===== src/rtl/dpwm_gen_10b.sv =====
// dpwm_gen_10b: 10-bit digital PWM generator with a complementary output pair.
// Samples cant_corriente as the duty and applies it through a shadow register.
// The shadow is reloaded only at period boundaries, so a duty change never
// alters the period already in progress.
// Optional feature: define DPWM_DEADTIME_EN to delay every rising edge of
// pwm_out and pwm_n by DEADTIME clocks. Falling edges are not delayed, so the
// high-side and low-side drivers are never on together.
module dpwm_gen_10b #(
   parameter int WIDTH    = 10,
   parameter int PRESCALE = 1,
   parameter int DEADTIME = 4
) (
   input  logic             clk,
   input  logic             reset,
   input  logic             enable,
   input  logic [WIDTH-1:0] cant_corriente,
   output logic [WIDTH-1:0] duty_actual,
   output logic             pwm_out,
   output logic             pwm_n,
   output logic             period_start
);

   localparam int              PW         = (PRESCALE > 1) ? $clog2(PRESCALE) : 1;
   localparam logic [PW-1:0]   PRESC_LAST = PW'(PRESCALE - 1);
   localparam logic [PW-1:0]   PRESC_ONE  = PW'(1);
   localparam logic [WIDTH-1:0] CNT_LAST  = '1;
   localparam logic [WIDTH-1:0] CNT_ONE   = WIDTH'(1);

   // Catch impossible configurations at elaboration time.
   if (PRESCALE < 1) begin : g_bad_prescale
      $error("dpwm_gen_10b: PRESCALE must be >= 1");
   end
   if (DEADTIME < 0) begin : g_bad_deadtime
      $error("dpwm_gen_10b: DEADTIME must be >= 0");
   end

   typedef enum logic {IDLE, RUN} state_t;

   state_t           state;
   logic [PW-1:0]    presc;
   logic [WIDTH-1:0] cnt;
   logic [WIDTH-1:0] shadow;
   logic             tick;
   logic             wrap;
   logic             drive;
   logic             raw_p0;

   assign tick   = (presc == PRESC_LAST);
   assign wrap   = tick && (cnt == CNT_LAST);
   // Outputs follow the compare only while running and still enabled; the
   // clock on which enable drops already forces both outputs low.
   assign drive  = (state == RUN) && enable;
   assign raw_p0 = (cnt < shadow);

   assign duty_actual = shadow;

   // Control FSM: prescaler, period counter, shadow duty and period_start.
   always_ff @(posedge clk or negedge reset) begin
      if (!reset) begin
         state        <= IDLE;
         presc        <= '0;
         cnt          <= '0;
         shadow       <= '0;
         period_start <= 1'b0;
      end else begin
         case (state)
            IDLE: begin
               presc        <= '0;
               cnt          <= '0;
               shadow       <= cant_corriente;
               period_start <= enable;
               if (enable) begin
                  state <= RUN;
               end
            end
            RUN: begin
               if (!enable) begin
                  state        <= IDLE;
                  presc        <= '0;
                  cnt          <= '0;
                  period_start <= 1'b0;
               end else begin
                  period_start <= wrap;
                  if (tick) begin
                     presc <= '0;
                     cnt   <= cnt + CNT_ONE;
                  end else begin
                     presc <= presc + PRESC_ONE;
                  end
                  if (wrap) begin
                     shadow <= cant_corriente;
                  end
               end
            end
            default: begin
               state <= IDLE;
            end
         endcase
      end
   end

`ifdef DPWM_DEADTIME_EN
   localparam int              DT_W    = (DEADTIME > 1) ? $clog2(DEADTIME + 1) : 1;
   localparam logic [DT_W-1:0] DT_LOAD = DT_W'(DEADTIME);
   localparam logic [DT_W-1:0] DT_ONE  = DT_W'(1);
   localparam logic [DT_W-1:0] DT_ZERO = '0;

   logic [DT_W-1:0] dt_hi;
   logic [DT_W-1:0] dt_lo;
   logic [DT_W:0]   step_hi;
   logic [DT_W:0]   step_lo;

   // Next {output, counter} of one dead-time channel. A zero counter with the
   // output low means no delay is in progress; a rising target loads DEADTIME
   // and the output turns on once the count has expired. Any low target drops
   // the output and cancels a pending delay, which suppresses short pulses.
   function automatic logic [DT_W:0] dt_step(input logic            target,
                                             input logic            out_q,
                                             input logic [DT_W-1:0] ctr_q);
      logic [DT_W:0] nxt;
      nxt = {out_q, ctr_q};
      if (!target) begin
         nxt = '0;
      end else if (!out_q) begin
         if (DEADTIME == 0) begin
            nxt = {1'b1, DT_ZERO};
         end else if (ctr_q == DT_ZERO) begin
            nxt = {1'b0, DT_LOAD};
         end else if (ctr_q == DT_ONE) begin
            nxt = {1'b1, DT_ZERO};
         end else begin
            nxt = {1'b0, ctr_q - DT_ONE};
         end
      end
      return nxt;
   endfunction

   assign step_hi = dt_step(drive & raw_p0, pwm_out, dt_hi);
   assign step_lo = dt_step(drive & ~raw_p0, pwm_n, dt_lo);

   // Output stage with rising-edge dead time on both channels.
   always_ff @(posedge clk or negedge reset) begin
      if (!reset) begin
         pwm_out <= 1'b0;
         pwm_n   <= 1'b0;
         dt_hi   <= '0;
         dt_lo   <= '0;
      end else begin
         {pwm_out, dt_hi} <= step_hi;
         {pwm_n, dt_lo}   <= step_lo;
      end
   end
`else
   // Output stage: registered compare result and its complement.
   always_ff @(posedge clk or negedge reset) begin
      if (!reset) begin
         pwm_out <= 1'b0;
         pwm_n   <= 1'b0;
      end else if (drive) begin
         pwm_out <= raw_p0;
         pwm_n   <= ~raw_p0;
      end else begin
         pwm_out <= 1'b0;
         pwm_n   <= 1'b0;
      end
   end
`endif

endmodule

===== config.mk =====
export PLATFORM = sky130hd
export DESIGN_NAME = dpwm_gen_10b
export DESIGN_NICKNAME = d
export VERILOG_FILES = /design/src/rtl/dpwm_gen_10b.sv
export SDC_FILE = /design/constraint.sdc
export NUM_CORES = 1
export LEC_CHECK = 0
export CAP_MARGIN = 20
export CELL_PAD_IN_SITES_DETAIL_PLACEMENT = 1
export CELL_PAD_IN_SITES_GLOBAL_PLACEMENT = 2
export CORE_MARGIN = 2
export CORE_UTILIZATION = 30
export CTS_BUF_LIST = sky130_fd_sc_hd__clkbuf_8
export DETAILED_ROUTE_END_ITERATION = 10
export PLACE_DENSITY = 0.79
export SKIP_LAST_GASP = 1
export SLEW_MARGIN = 20
export SYNTH_ARGS = -nofsm -noshare
export SYNTH_HDL_FRONTEND = slang
export SYNTH_SLANG_ARGS = --single-unit
export TNS_END_PERCENT = 1

===== constraint.sdc =====
create_clock -name clk -period 1.9 [get_ports clk]
set_input_delay 0.285 -clock clk [delete_from_list [all_inputs] [get_ports clk]]
set_output_delay 0.285 -clock clk [all_outputs]
set_load 0.1 [all_outputs]

==> impl_metrics.csv <==
group,metric,value,unit
critical_path,endpoint_kind,"flip-flop",
critical_path,critPathMaxStageDelay,0.44,ns
timing,slew_headroom,71.0,%
die,start_util,30.6,%
die,die_x,67.4,um
logic_synthesis,yosysWarnings,0,
critical_path,crit_arrival,1.87,ns
layout,num-fill-cells,447,
cts,clk_path_buf_depth,2,
power_and_ir_drop,powerDensity,785,nW/um^2
worst_hold_path,hp-class,"primary input to asynchronous set/reset pin",
logic_synthesis,synth-seq-cells,24,
logic_synthesis,synth_cells,117,
logic_synthesis,synth_top_family_by_area,"simple AND/OR/NAND/NOR gates",
cts,clock_latency,0.27,ns
grt,grt_first_pass_wirelength,4890,um
layout,area_growth,28.6,%
cts,cts_made_buffers,3,
logic_synthesis,muxShareOfSynthArea,1.25,%
cts,cts_tree,"done",
timing,grt_setup_unrepaired,"false",
run_status,status,"finished clean",
layout,antennaDiodeCount,0,
place,place_inst,192,
detailed_routing,drtIter0Drc,13,
detailed_routing,routed_wl,2790,um
logic_synthesis,syn-num-nets,140,
cts,htreeDepth,1,
die,dieArea,4540,sq um
cts,clock_sinks,24,
critical_path,cp.required,2.08,ns
place,place_congestion,0.761,
timing,tns,0,ns
logic_synthesis,synth_area,1200,sq um
detailed_routing,wl_per_cell,14.2,um
grt,grt_usage,14.4,%
logic_synthesis,synth_fa_ha_area_share,10.4,%
critical_path,r2r-start,"cnt[0]",
place,port_buffers,25,
timing,max_freq,593,MHz
die,rows,23,
layout,drive_above_1_share,21.2,%
power_and_ir_drop,total_leakage_power,0.000729,uW
cts,cts_setup_buffers,0,
critical_path,start_kind,"flip-flop",
place,place_hpwl,2210,um
grt,grt_max_degree,25,
grt,grt_pass1_vias,1066,
logic_synthesis,synthSimpleGateAreaFrac,15.7,%
timing,timing.final.crit_share,88.8,%
timing,fin_hold_ws,0.384,ns
logic_synthesis,synth_xor_area_share,5.09,%
timing,fin_worst_skew,0.00378,ns
detailed_routing,num_vias,922,
logic_synthesis,netlist-cell-type-count,28,
detailed_routing,drc,0,
layout,final_cells,196,
critical_path,crit_buf_inv,2,
timing,setup_violations,0,
die,coreArea,3940,sq um
place,placed_area,1490,sq um
timing,fin_crit,1.69,ns
grt,antenna_found_initial,0,
timing,hold_viol_final,0,
die,ioPinCount,26,
layout,post-route-cell-area,1550,sq um
detailed_routing,routed_via_density,4.70,
die,die_y,67.4,um
cts,root_buffer,"clkbuf_8",
logic_synthesis,ys_seq_area_share,49.8,%
job,maxCapViolCount,0,
critical_path,cp_slowest_cell,"o41ai_4",
critical_path,crit_type,"flip-flop to flip-flop",
critical_path,crit_path_cell_trace,"ha_1, inv_1, o41ai_4, buf_4, nand2_1, o21ai_0",
layout,layout.nets,170,
logic_synthesis,synth-compound-area-share,12.1,%
grt,gr-total-overflow,0,
layout,final_util,39.3,%
detailed_routing,ant_nets,0,
cts,cts_hold_buf,0,
detailed_routing,firstDrtPassIters,2,
timing,final_max_slew_viol_count,0,
power_and_ir_drop,max-vdd-ir-drop,307,uV
critical_path,crit_start,"cnt[0]",
cts,clk_pin_slew_worst_paths,0.09,ns
logic_synthesis,avgSynthCellArea,10.3,sq um
critical_path,crit_family,"compound AO/OA/AOI/OAI gates",
critical_path,worstPathMaxFanout,13,
timing,worstMarginPinSlew,0.431,ns
cts,post_cts_resized,0,
worst reg2reg max path: stages (launching register included):
cell	delay [ns]
dfrtp_1	0.42
ha_1	0.26
inv_1	0.10
o41ai_4	0.44
buf_4	0.25
nand2_1	0.07
o21ai_0	0.07
sequential cells by signal, indices dropped and copies added (netlist names):
register / cells
duty_actual: 10
period_start: 1
cnt: 10
state: 1
pwm_out: 1
pwm_n: 1
cell usage after synthesis:
cell type	instances	share of area, %
o221a_2	1	0.93
and2_1	1	0.52
and3_1	1	0.52
nor3_1	2	0.83
o41ai_4	1	2.3
o2bb2ai_1	1	0.73
xnor2_1	3	2.2
a21o_1	1	0.62
buf_6	1	0.93
o31ai_1	1	0.62
o21ai_0	10	4.2
dfrtp_1	24	50
buf_4	1	0.62
nand3_1	5	2.1
ha_1	10	10
or3_1	1	0.52
a41oi_1	1	0.73
a21oi_1	5	2.1
nand2_1	15	4.7
mux2_4	1	1.2
nand2b_1	1	0.52
nand4_1	2	1.0
nor2_1	9	2.8
xor2_1	4	2.9
inv_1	12	3.7
nand3_4	1	1.5
and4_1	1	0.73
clkbuf_1	1	0.31
power breakdown:
part | internal, uW | switching [uW]
registers | 537 | 16.8
logic | 80.0 | 228
clock network | 185 | 169
final timing paths:
check / to / slack [ns] / depth (start not counted)
hold reg to reg: cnt[0] / 0.52 / 1
hold / removal: duty_actual[5] / 0.38 / 2
setup reg to reg: duty_actual[6] / 0.21 / 6
max in group asynchronous: duty_actual[3] / 1.24 / 2
min in group clk: cnt[0] / 0.52 / 1
setup / recovery: duty_actual[6] / 0.21 / 6
layout make-up:
type | count | area, sq um | area share, %
timing repair buffer | 28 | 240 | 15.5
clock buffer | 4 | 55.1 | 3.55
inverter | 12 | 45.0 | 2.91
multi-input combinational | 78 | 537 | 34.7
tap | 50 | 62.6 | 4.04
sequential | 24 | 609 | 39.3
cell families (layout without fill, tap and decap cells):
| family | Yosys count | after routing |
|---|---|---|
| buffers and inverters | 15 | 44 |
| DFF | 24 | 24 |
| AOI/OAI and AO/OA | 21 | 21 |
| xor gates and xnor gates | 7 | 7 |
| and+or+nand+nor | 39 | 39 |
| muxes | 1 | 1 |
| adders and majority gates | 10 | 10 |
routing by layer:
layer  global-route usage [%]  vias to the layer above  routed length [um]
met5                        0                        -                   0
met4                     3.06                        0                  22
met3                     2.83                        4                 108
met2                     26.7                       19                1420
met1                     17.2                      449                1240
li1                         -                      450                   -
stage by stage:
step	setup WS, ns	total power [uW]
floorplan	0.00325	781
global placement	0.217	871
detailed placement	0.135	877
CTS	0.168	1240
global route	0.0678	1280
finish	0.214	1220
cells in the final DEF (no fill, tap or decap), types with 2 or more instances in the layout:
cell,count
dfrtp_2,7
dfrtp_1,17
clkbuf_8,4
clkdlybuf4s50_1,12
ha_1,10
o21ai_0,10
a21oi_1,5
nand3_1,5
nand4_1,2
nand2_1,15
nor2_1,9
buf_4,16
nor3_1,2
inv_1,12
xnor2_1,3
xor2_1,4
Note: power is estimated with default switching activity, not from simulation.
